===== src/rtl/arm_fetch_unit.sv =====
// rtl/arm_fetch_unit.sv - instruction fetch stage with req/ack memory port and prefetch FIFO
// One request in flight at a time; a redirect flushes the FIFO and any in-flight word is dropped.
module arm_fetch_unit #(
  parameter int          DEPTH    = 4,
  parameter logic [31:0] RESET_PC = 32'h0000_0000
) (
  input  logic        clk,
  input  logic        rst,
  output logic        imem_req,
  output logic [31:0] imem_addr,
  input  logic        imem_ack,
  input  logic [31:0] imem_rdata,
  input  logic        redirect_valid,
  input  logic [31:0] redirect_pc,
  input  logic        halt,
  output logic        inst_valid,
  output logic [31:0] inst,
  output logic [31:0] inst_pc,
  input  logic        inst_ready
);

  localparam int AW = $clog2(DEPTH);

  localparam logic [1:0] IDLE    = 2'd0;
  localparam logic [1:0] REQ     = 2'd1;
  localparam logic [1:0] DISCARD = 2'd2;

  localparam logic [AW:0]   CNT_ONE  = (AW+1)'(1);
  localparam logic [AW:0]   CNT_FULL = (AW+1)'(DEPTH);
  localparam logic [AW-1:0] PTR_ONE  = AW'(1);

  logic [1:0]    state, state_n;
  logic [31:0]   fetch_pc, fetch_pc_n;
  logic [31:0]   addr_q, addr_n;
  logic [AW:0]   count, count_next;
  logic [AW-1:0] rd_ptr, wr_ptr;
  logic [31:0]   mem_inst [DEPTH];
  logic [31:0]   mem_pc   [DEPTH];

  logic [31:0] redir_pc;
  logic        enq, deq, launch_ok;
  logic        unused_bits;

  assign redir_pc    = {redirect_pc[31:2], 2'b00};
  assign unused_bits = &{1'b0, redirect_pc[1:0]};

  assign enq = (state == REQ) && imem_ack && !redirect_valid;
  assign deq = (count != '0) && inst_ready;

  always_comb begin
    count_next = count;
    if (redirect_valid)
      count_next = '0;
    else if (enq && !deq)
      count_next = count + CNT_ONE;
    else if (!enq && deq)
      count_next = count - CNT_ONE;
  end

  // A new request only ever reserves a slot that is already free after this edge.
  assign launch_ok = !halt && (count_next < CNT_FULL);

  always_comb begin
    state_n    = state;
    fetch_pc_n = fetch_pc;
    addr_n     = addr_q;
    case (state)
      IDLE: begin
        if (redirect_valid)
          fetch_pc_n = redir_pc;
        if (launch_ok) begin
          state_n = REQ;
          addr_n  = fetch_pc_n;
        end
      end
      REQ: begin
        if (imem_ack) begin
          fetch_pc_n = redirect_valid ? redir_pc : fetch_pc + 32'd4;
          if (launch_ok) begin
            state_n = REQ;
            addr_n  = fetch_pc_n;
          end else begin
            state_n = IDLE;
          end
        end else if (redirect_valid) begin
          fetch_pc_n = redir_pc;
          state_n    = DISCARD;
        end
      end
      DISCARD: begin
        if (redirect_valid)
          fetch_pc_n = redir_pc;
        if (imem_ack) begin
          if (launch_ok) begin
            state_n = REQ;
            addr_n  = fetch_pc_n;
          end else begin
            state_n = IDLE;
          end
        end
      end
      default: state_n = IDLE;
    endcase
  end

  always_ff @(posedge clk or negedge rst) begin
    if (!rst) begin
      state    <= IDLE;
      fetch_pc <= RESET_PC;
      addr_q   <= RESET_PC;
      count    <= '0;
      rd_ptr   <= '0;
      wr_ptr   <= '0;
    end else begin
      state    <= state_n;
      fetch_pc <= fetch_pc_n;
      addr_q   <= addr_n;
      count    <= count_next;
      if (redirect_valid) begin
        rd_ptr <= '0;
        wr_ptr <= '0;
      end else begin
        if (enq) wr_ptr <= wr_ptr + PTR_ONE;
        if (deq) rd_ptr <= rd_ptr + PTR_ONE;
      end
    end
  end

  always_ff @(posedge clk) begin
    if (enq) begin
      mem_inst[wr_ptr] <= imem_rdata;
      mem_pc[wr_ptr]   <= fetch_pc;
    end
  end

  assign imem_req   = (state != IDLE);
  assign imem_addr  = addr_q;
  assign inst_valid = (count != '0);
  assign inst       = inst_valid ? mem_inst[rd_ptr] : 32'd0;
  assign inst_pc    = inst_valid ? mem_pc[rd_ptr]   : 32'd0;

endmodule

===== config.mk =====
export PLATFORM = sky130hd
export DESIGN_NAME = arm_fetch_unit
export DESIGN_NICKNAME = d
export VERILOG_FILES = /design/src/rtl/arm_fetch_unit.sv
export SDC_FILE = /design/constraint.sdc
export NUM_CORES = 1
export LEC_CHECK = 0
export BUFFER_PORTS_ARGS = -buffer_cell sky130_fd_sc_hd__buf_2
export CORE_UTILIZATION = 58
export CTS_CLUSTER_DIAMETER = 120
export DETAILED_ROUTE_END_ITERATION = 7
export PLACE_DENSITY = 0.84
export RECOVER_POWER = 100
export SYNTH_ARGS = -nofsm -noshare
export SYNTH_HDL_FRONTEND = slang
export SYNTH_SLANG_ARGS = --single-unit

===== constraint.sdc =====
create_clock -name clk -period 3.8 [get_ports clk]
set_input_delay 0.19 -clock clk [delete_from_list [all_inputs] [get_ports clk]]
set_output_delay 0.19 -clock clk [all_outputs]
set_load 0.02 [all_outputs]

---- Yosys cells after proc, flatten, opt, wreduce, memory -nomap -nowiden ----
Memory sizes are Yosys's and may differ from the RTL's.
Index checks and enable logic that the tools add are counted.
word-level totals
  RAM bits ................................ 256
  logic and storage cells ................. 67
  bits in latches ......................... 0
  memories kept ........................... 2
  ROM bits ................................ 0
  register bits ........................... 73
  output and inout port bits .............. 98
memory list
  memory    words  width  rd ports  clocked after memory_dff  wr ports  RTL line  source
  mem_inst  4      32     1         0                         1         37        logic [31:0] mem_inst [DEPTH];
  mem_pc    4      32     1         0                         1         38        logic [31:0] mem_pc [DEPTH];
operators by class
  magnitude comparators ................... 1
  reductions and logical operators ........ 20
  divide/modulo/power cells ............... 0
  add/subtract/negate cells ............... 5
  multiply operators ...................... 0
  multiplexer cells ....................... 26
  shifts and indexed selects .............. 0
  equality and inequality tests ........... 7
  bitwise logic cells ..................... 0
operators by type and width
  operator                                             number
  two-way mux 32 bit                                   9
  case mux 32 bit (3 select lines)                     1
  case mux 32 bit (2 select lines)                     1
  adder 32 x 3 -> 32 bit, second input constant        1
  two-way mux 2 bit                                    8
  two-way mux 3 bit                                    3
  != test 2 bit, second input constant                 4
  nonzero test 2 bit                                   4
  logical AND 1 bit                                    6
  case mux 2 bit (3 select lines)                      1
  nonzero test 3 bit                                   2
  adder 2 x 1 -> 2 bit, second input constant          2
  zero test 1 bit                                      4
  AND reduction 4 bit                                  1
  adder 3 x 1 -> 3 bit, second input constant          1
  less-than comparator 3 bit, second input constant    1
  two-way mux 1 bit                                    3
  != test 3 bit, second input constant                 1
  AND reduction 3 bit                                  1
  subtractor 3 x 1 -> 3 bit, second input constant     1
  equality test 2 x 1 -> 1 bit, second input constant  1
  equality test 2 bit, second input constant           1
  zero test 2 bit                                      1
  OR reduction 2 bit                                   1

---- Logic depth before layout (Yosys ltp) ----
Gate-level depths: netlist of run 1.
  depth after elaboration ................. 13
  gate-level depth with buffers ........... 10
  gate-level depth less buffers ........... 7

---- Least setup slack after synthesis of run 1 ----
No wires, ideal clock.
  path type ............................... register -> register
  from .................................... reg state[0]
  to ...................................... mem mem_inst[0][0] (enable)
  arrival ................................. 2.502 ns
  path slack .............................. 0.869 ns
  setup time .............................. 0.429 ns
  buffers on the path ..................... 1
  data required time ...................... 3.371 ns
  cell stages (with the launch flop) ...... 4
  cell sequence ........................... dfrtp_1 > buf_6 > nor3b_1 > and3_1
between the ends
  longest elaborated chain between the ends .. 5
ends and longest elaborated chain
  element                                  RTL line  source
  start, declared                          32        logic [1:0] state, state_n;
  start signal, assigned                   115       state <= state_n;
  equality test 2 x 1 -> 1 bit             47        assign enq = (state == REQ) && imem_ack && !redirect_valid;
  logical AND 1 bit (2 in a row)           47
  two-way mux 1 bit                        130       if (enq) begin
  two-way mux 1 bit (not written as such)  131       mem_inst[wr_ptr] <= imem_rdata;
  end, declared                            37
No other way between the ends.

---- Final worst setup path of run 1 ----
  from .................................... reg state[0]
  to ...................................... mem mem_pc[1][24] (enable)
between the ends
  longest elaborated chain between the ends .. 5
ends and longest elaborated chain
  element                                  RTL line  source
  equality test 2 x 1 -> 1 bit             47
  logical AND 1 bit (2 in a row)           47
  two-way mux 1 bit                        130
  two-way mux 1 bit (not written as such)  132       mem_pc[wr_ptr] <= fetch_pc;
  end, declared                            38
No other way between the ends.

==> results of run 1 <==
[power by group]
| group | internal, W | switching (W) |
|---|---|---|
| logic | 0.00122 | 0.00182 |
| registers | 0.00429 | 0.000450 |
| clock network | 0.00190 | 0.00131 |
[worst min-delay path by stage]
| stage | startpoint | to | slack (ns) | cells past startpoint |
|---|---|---|---|---|
| after CTS | redirect_pc[8] | fetch_pc[8] | 0.03 | 3 |
| final | redirect_pc[10] | fetch_pc[10] | 0.05 | 3 |
| after floorplan | rst | count[0] | -0.11 | 0 |
| after detailed placement | rst | fetch_pc[20] | 0.21 | 1 |
| after global routing | redirect_pc[8] | fetch_pc[8] | 0.04 | 3 |
| after global placement | rst | fetch_pc[20] | 0.20 | 1 |
[logic make-up after synthesis]
family / Yosys count
AO/OA/AOI/OAI: 129
buffers and inverters: 76
multiplexers: 121
flip-flops: 329
AND/OR/NAND/NOR: 278
adder cells (fa/ha/maj): 8
XOR/XNOR: 10
[registers in the layout (all words and copies together) (netlist names)]
signal,flops
imem_addr,32
count,3
mem_pc,128
mem_inst,128
state,2
rd_ptr,2
wr_ptr,2
fetch_pc,32
[worst max-delay path: stages (launching register included)]
cell	delay (ns)
dfrtp_1	0.53
nor3b_1	0.28
clkbuf_1	0.28
and3_2	0.22
clkbuf_2	1.38
[cell type report]
class | count | area (µm²)
flip-flops and latches | 329 | 9519
multi-input cells | 546 | 4629
inverters | 12 | 45.04
fillers | 1687 | 7410
clock buffers | 45 | 955.9
well taps | 324 | 405.4
clock inverters | 16 | 117.6
repair buffers | 229 | 1309
[routing by layer]
metal | vias to the layer above | wire [µm]
met4 | 0 | 595
met2 | 379 | 16170
met1 | 4554 | 13090
li1 | 4083 | -
met3 | 44 | 2126
met5 | - | 0
[layout by cell type (no fill, tap or decap), drive strengths merged, types with 4 or more instances in the layout]
cell type,n
dlygate4sd3,46
and2,72
a21oi,29
or2,5
edfxtp,256
xnor2,6
o21ai,42
nand4,17
mux2,27
nand2,38
nor3,15
a22oi,8
a211oi,4
dfrtp,73
clkinv,14
o31ai,12
ha,8
buf,68
nor2b,18
xor2,4
nand3,30
clkbuf,160
o21bai,6
and3,14
nand2b,7
a31oi,5
mux2i,30
inv,12
nor2,35
nor4,11
mux4,64
[timing repair]
item / CTS / global route
hold buffers: 46 / 0
gates resized for setup: 0 / 0
hold endpoints to repair: 163 / 0
[per-stage QoR]
stage | setup slack, ns | hold slack (ns) | total power [W]
finish | 0.6684 | 0.05376 | 0.01100
global route | 0.5425 | 0.04483 | 0.01149
CTS | 1.007 | 0.03144 | 0.01120
floorplan | 0.8686 | -0.1056 | 0.006906
detailed placement | 1.027 | 0.2051 | 0.007935
global placement | 1.146 | 0.1967 | 0.007859
[cell usage after synthesis (all sizes together), types with 2 or more instances]
library cell,count,area (µm²)
a211o,2,17.52
a211oi,4,30.03
a21o,2,15.01
a21oi,29,145.1
a22oi,8,60.06
a311oi,2,17.52
a31oi,5,31.28
a32oi,3,26.28
a41oi,2,17.52
and2,72,450.4
and3,14,87.58
and4,3,26.28
buf,22,122.6
clkbuf,42,157.7
dfrtp,73,1827
edfxtp,256,7687
ha,8,100.1
inv,12,45.04
mux2,27,304.0
mux2i,30,300.3
mux4,64,1441
nand2,38,142.6
nand2b,7,43.79
nand3,30,150.1
nand4,17,106.4
nor2,35,131.4
nor2b,18,112.6
nor3,15,75.07
nor4,11,98.84
o211a,2,20.02
o21ai,42,210.2
o21bai,6,45.04
o31ai,12,90.09
or2,5,31.29
or3,3,18.77
or4,3,22.52
xnor2,6,52.55
xor2,4,35.03
==> flow_metrics.env, run 1 <==
export IMPL_drt_pass1_iterations=5
export IMPL_postLayoutCellArea_um2=16980
export IMPL_synthMuxAreaShare_pct=14.14
export IMPL_yosysWarnings=0
export IMPL_fin_crit_sh_pct=82.41
export IMPL_max_slew_worst_pin_slew_ns=1.934
export IMPL_dieArea_um2=25580
export IMPL_slew_violations=195
export IMPL_power_per_cell_area_nw_per_um2=647.5
export IMPL_violations="capacitance limit, slew limit"
export IMPL_area_growth_pct=17.35
export IMPL_synth_compound_area_share_pct=5.655
export IMPL_drive_above_1_share_pct=18.52
export IMPL_io_pins=168
export IMPL_syn_inst=951
export IMPL_synth_edf_count=256
export IMPL_cts_buffer_depth=3
export IMPL_fmax_ghz=0.3193
export IMPL_post_cts_setup_buffers=0
export IMPL_viasPerCell=6.036
export IMPL_cts_sinks=329
export IMPL_initial_core_util_pct=59.33
export IMPL_drc=0
export IMPL_synth_top_family_by_area="multiplexers"
export IMPL_grt_max_degree=90
export IMPL_rrSetupSlack_ns=0.67
export IMPL_fp_row_count=57
export IMPL_power_leakage_nw=5.963
export IMPL_htreeDepth=2
export IMPL_start_kind="flop"
export IMPL_max_cap_viol_count=3
export IMPL_worst_ep_required_time_ns=3.89
export IMPL_regToRegEndpoint="mem_pc[1][24]"
export IMPL_crit_end="mem_pc[1][24]"
export IMPL_cts_buffers=35
export IMPL_relSlewSlack_pct=-28.93
export IMPL_cp_startpoint="state[0]"
export IMPL_antenna_found_initial=0
export IMPL_post_dp_cell_area_um2=15660
export IMPL_setup_violations=0
export IMPL_cp_max_fo=64
export IMPL_dp_hpwl_um=19350
export IMPL_fin_setup_tns_ns=0
export IMPL_grt_busiest_layer="met2"
export IMPL_grt_use_total_pct=25.59
export IMPL_synthAdderAreaFrac_pct=0.6917
export IMPL_drt_initial_drc_count=915
export IMPL_finClkSkew_ns=0.01153
export IMPL_hp_class="in -> reg"
export IMPL_status="finished with violations"
export IMPL_grt_overflow=0
export IMPL_vias=9060
export IMPL_finalHoldViolCount=0
export IMPL_die_h_um=160.0
export IMPL_grt_pass1_vias=9170
export IMPL_avgRoutedWirePerCell_um=21.31
export IMPL_fin_cells=1501
export IMPL_insertion_delay_ns=0.51
export IMPL_yosys_area_share_xor_xnor_pct=0.6053
export IMPL_grt_setup_unrepaired="false"
export IMPL_synth_area_per_cell_um2=15.22
export IMPL_num_antenna_cells=0
export IMPL_cts_tree="done"
export IMPL_drt_total_wl_um=31980
export IMPL_nNetsFinal=1231
export IMPL_worstRegToRegCells=4
export IMPL_synthArstFlopShare_pct=22.19
export IMPL_synth_seq_cells=329
export IMPL_port_buffers=165
export IMPL_ys_types=62
export IMPL_finalCriticalPeriod_ns=3.132
export IMPL_path_clk_slew_ns=0.06
export IMPL_ant_nets=0
export IMPL_synthSimpleGateAreaFrac_pct=10.91
export IMPL_netlist_area_um2=14470
export IMPL_grt_first_pass_wirelength_um=50410
export IMPL_crit_arrival_ns=3.22
export IMPL_synth_ff_type="edfxtp_1"
export IMPL_cts_root_buf="clkbuf_16"
export IMPL_ys_seq_area_share_pct=65.75
export IMPL_die_x_um=160.0
export IMPL_gp_congestion=0.8769
export IMPL_grt_util_met1_pct=34.90
export IMPL_critical_path_class="reg -> reg"
export IMPL_fin_util_pct=69.62
export IMPL_syn_num_nets=1029
export IMPL_vdd_drop_max_mv=0.3885
export IMPL_worstSetupEndpointType="flop"
export IMPL_rr_startpoint="state[0]"
export IMPL_place_inst=1394
export IMPL_grtUsageMet3_pct=3.844
export IMPL_core_area_um2=24390
export IMPL_use_met2_pct=43.48
(Power assumes the default switching activity.)
==> run 2, diff against run 1 <==
==> constraint.sdc (replaced) <==
create_clock -name clk -period 3 [get_ports clk]
set_input_delay 0.15 -clock clk [delete_from_list [all_inputs] [get_ports clk]]
set_output_delay 0.15 -clock clk [all_outputs]
set_load 0.02 [all_outputs]
==> run 2 against run 1 <==
Against the previous run:
- the run still ends with capacitance limit, slew limit left
- clock power rose by 33%
- clock skew up 0.0014 ns
- register-to-register slack worse by 0.33 ns
- sequential power is 26% higher
- critical path depth rose by 4
- die area did not move
- clock-buffer cell count decreased by 5
- critical endpoint is now imem_addr[28]
- largest cell class unchanged
- sequential share of layout area decreased by 0.60 points
- via count is 0.40% higher
- largest power group unchanged
- cell area up 1.1%
- hold slack got worse by 0.048 ns
==> flow_metrics.env, run 2 (synthesized netlist as in run 1, its figures left out) <==
export IMPL_status="finished with violations"
export IMPL_violations="capacitance limit, slew limit"
export IMPL_rr_startpoint="fetch_pc[5]"
export IMPL_reg_largest_list="mem_inst (128), mem_pc (128)"
export IMPL_gp_congestion=0.8795
export IMPL_viasPerCell=6.004
export IMPL_cts_buffer_depth=3
export IMPL_slew_violations=74
export IMPL_critical_path_class="in -> reg"
export IMPL_relSlewSlack_pct=-24.81
export IMPL_fp_row_count=57
export IMPL_dieArea_um2=25580
export IMPL_fin_crit_sh_pct=90.98
export IMPL_htreeDepth=2
export IMPL_port_buffers=165
export IMPL_antenna_found_initial=0
export IMPL_num_antenna_cells=0
export IMPL_fin_setup_tns_ns=0
export IMPL_drt_total_wl_um=31580
export IMPL_grt_pass1_vias=9286
export IMPL_layout_common_cells="256 x edfxtp_1, 131 x clkbuf_1, 71 x dfrtp_1, 64 x mux4_2, 57 x and2_1"
export IMPL_cts_buffers=34
export IMPL_final_common_cell="edfxtp_1"
export IMPL_fin_cells=1515
export IMPL_start_kind="primary input"
export IMPL_cp_max_fo=33
export IMPL_place_ws_ns=0.4970
export IMPL_worst_ep_required_time_ns=3.40
export IMPL_grt_first_pass_wirelength_um=49920
export IMPL_worstPathCellList="dlygate4sd3_1 -> clkbuf_1 -> nand4bb_1 -> a211oi_1 -> mux2_2 -> or2_1 -> buf_4 -> mux2_1"
export IMPL_regToRegEndpoint="fetch_pc[22]"
export IMPL_use_met2_pct=42.04
export IMPL_hp_class="in -> reg"
export IMPL_grt_busiest_layer="met2"
export IMPL_cts_resized=0
export IMPL_area_growth_pct=18.63
export IMPL_cts_tree="done"
export IMPL_cts_root_buf="clkbuf_16"
export IMPL_grt_max_degree=98
export IMPL_nNetsFinal=1247
export IMPL_die_h_um=160.0
export IMPL_drt_initial_drc_count=758
export IMPL_drc=0
export IMPL_place_inst=1406
export IMPL_hold_start="redirect_pc[13]"
export IMPL_path_clk_slew_ns=0.07
export IMPL_grt_overflow=0
export IMPL_worstSetupEndpointType="flop"
export IMPL_grtUsageMet3_pct=4.390
export IMPL_finalCriticalPeriod_ns=2.729
export IMPL_finClkSkew_ns=0.01295
export IMPL_finalHoldViolCount=0
export IMPL_ant_nets=0
export IMPL_initial_core_util_pct=59.33
export IMPL_crit_arrival_ns=3.13
export IMPL_avgRoutedWirePerCell_um=20.84
export IMPL_path_buf_inv=3
export IMPL_power_per_cell_area_nw_per_um2=825.8
export IMPL_core_area_um2=24390
export IMPL_setup_violations=0
export IMPL_vias=9096
export IMPL_vdd_drop_max_mv=0.6162
export IMPL_max_slew_worst_pin_slew_ns=1.872
export IMPL_hold_depth=3
export IMPL_min_to="fetch_pc[13]"
export IMPL_critical_path_top_delay_family="buffers and inverters"
export IMPL_dp_hpwl_um=19520
export IMPL_io_pins=168
export IMPL_critPathSlowestCell="dlygate4sd3_1"
export IMPL_grt_util_met1_pct=34.72
export IMPL_drive_above_1_share_pct=18.22
export IMPL_drt_pass1_iterations=7
export IMPL_cts_sinks=329
export IMPL_max_stage_delay_ns=0.53
export IMPL_fmax_ghz=0.3664
export IMPL_worstRegToRegCells=7
export IMPL_grt_use_total_pct=25.34
export IMPL_die_x_um=160.0
export IMPL_max_cap_viol_count=1
export IMPL_fin_ws_ns=0.2706
export IMPL_power_leakage_nw=6.017
export IMPL_insertion_delay_ns=0.51
export IMPL_grt_setup_unrepaired="false"
export IMPL_rrSetupSlack_ns=0.34
-- run 2: changes by cell type in the layout (fill, tap and decap cells not counted), sizes merged --
cell         before  now
inv              12   13
clkbuf          160  172
dlygate4sd3      46   51
clkinvlp          0    3
buf              68   63
bufinv            2    5
clkinv           14    9
-- run 2: layout make-up --
cell class / instances / area (µm²)
multi-input cells: 546 / 4621
clock inverters: 18 / 216.5
fillers: 1692 / 7226
repair buffers: 246 / 1444
inverters: 12 / 45.04
clock buffers: 40 / 914.6
flip-flops and latches: 329 / 9519
well taps: 324 / 405.4
-- run 2: stage by stage --
stage / hold slack, ns / total power (W) / cell area [µm²] / util (%)
after global placement: 0.2163 / 0.01002 / 15770 / 64.66
after CTS: 0.00003247 / 0.01446 / 17410 / 71.39
final: 0.005467 / 0.01417 / 17170 / 70.38
after floorplan: -0.1456 / 0.008748 / 14470 / -
after detailed placement: 0.2173 / 0.01012 / 15770 / 64.66
after global routing: 0.01949 / 0.01481 / 17170 / 70.38
-- run 2: what timing repair did --
action                                 4_1_cts  5_1_grt
endpoints found under the hold margin      221        0
setup buffers                                0        0
hold buffers                                51        0
-- run 2: worst min-delay path, stage by stage --
cell and delay [ns]:
buf_2 0.09, a32oi_1 0.05, o31ai_1 0.18
-- run 2: power by group --
| group | leakage, nW | switching (W) | internal [W] |
|---|---|---|---|
| sequential | 3.21 | 0.000552 | 0.00543 |
| clock | 0.541 | 0.00167 | 0.00260 |
| combinational | 2.26 | 0.00234 | 0.00158 |
| total | 6.02 | 0.00456 | 0.00961 |
-- run 2: worst max-delay path by stage --
stage / end / cells after the start / startpoint
2_1_floorplan: mem_inst[0][0] / 3 / state[0]
3_3_place_gp: imem_addr[28] / 8 / count[0]
3_5_place_dp: imem_addr[28] / 8 / count[0]
4_1_cts: inst[20] / 4 / rd_ptr[0]
5_1_grt: imem_addr[8] / 8 / redirect_valid
6_report: imem_addr[28] / 8 / redirect_valid
-- run 2: per-layer routing --
| metal | vias to the layer above | wire length (µm) | part of all wire [%] |
|---|---|---|---|
| met5 | - | 0 | 0 |
| met4 | 0 | 742 | 2.3 |
| met3 | 58 | 2021 | 6.4 |
| met2 | 378 | 15680 | 50 |
| met1 | 4541 | 13140 | 42 |
| li1 | 4119 | - | - |
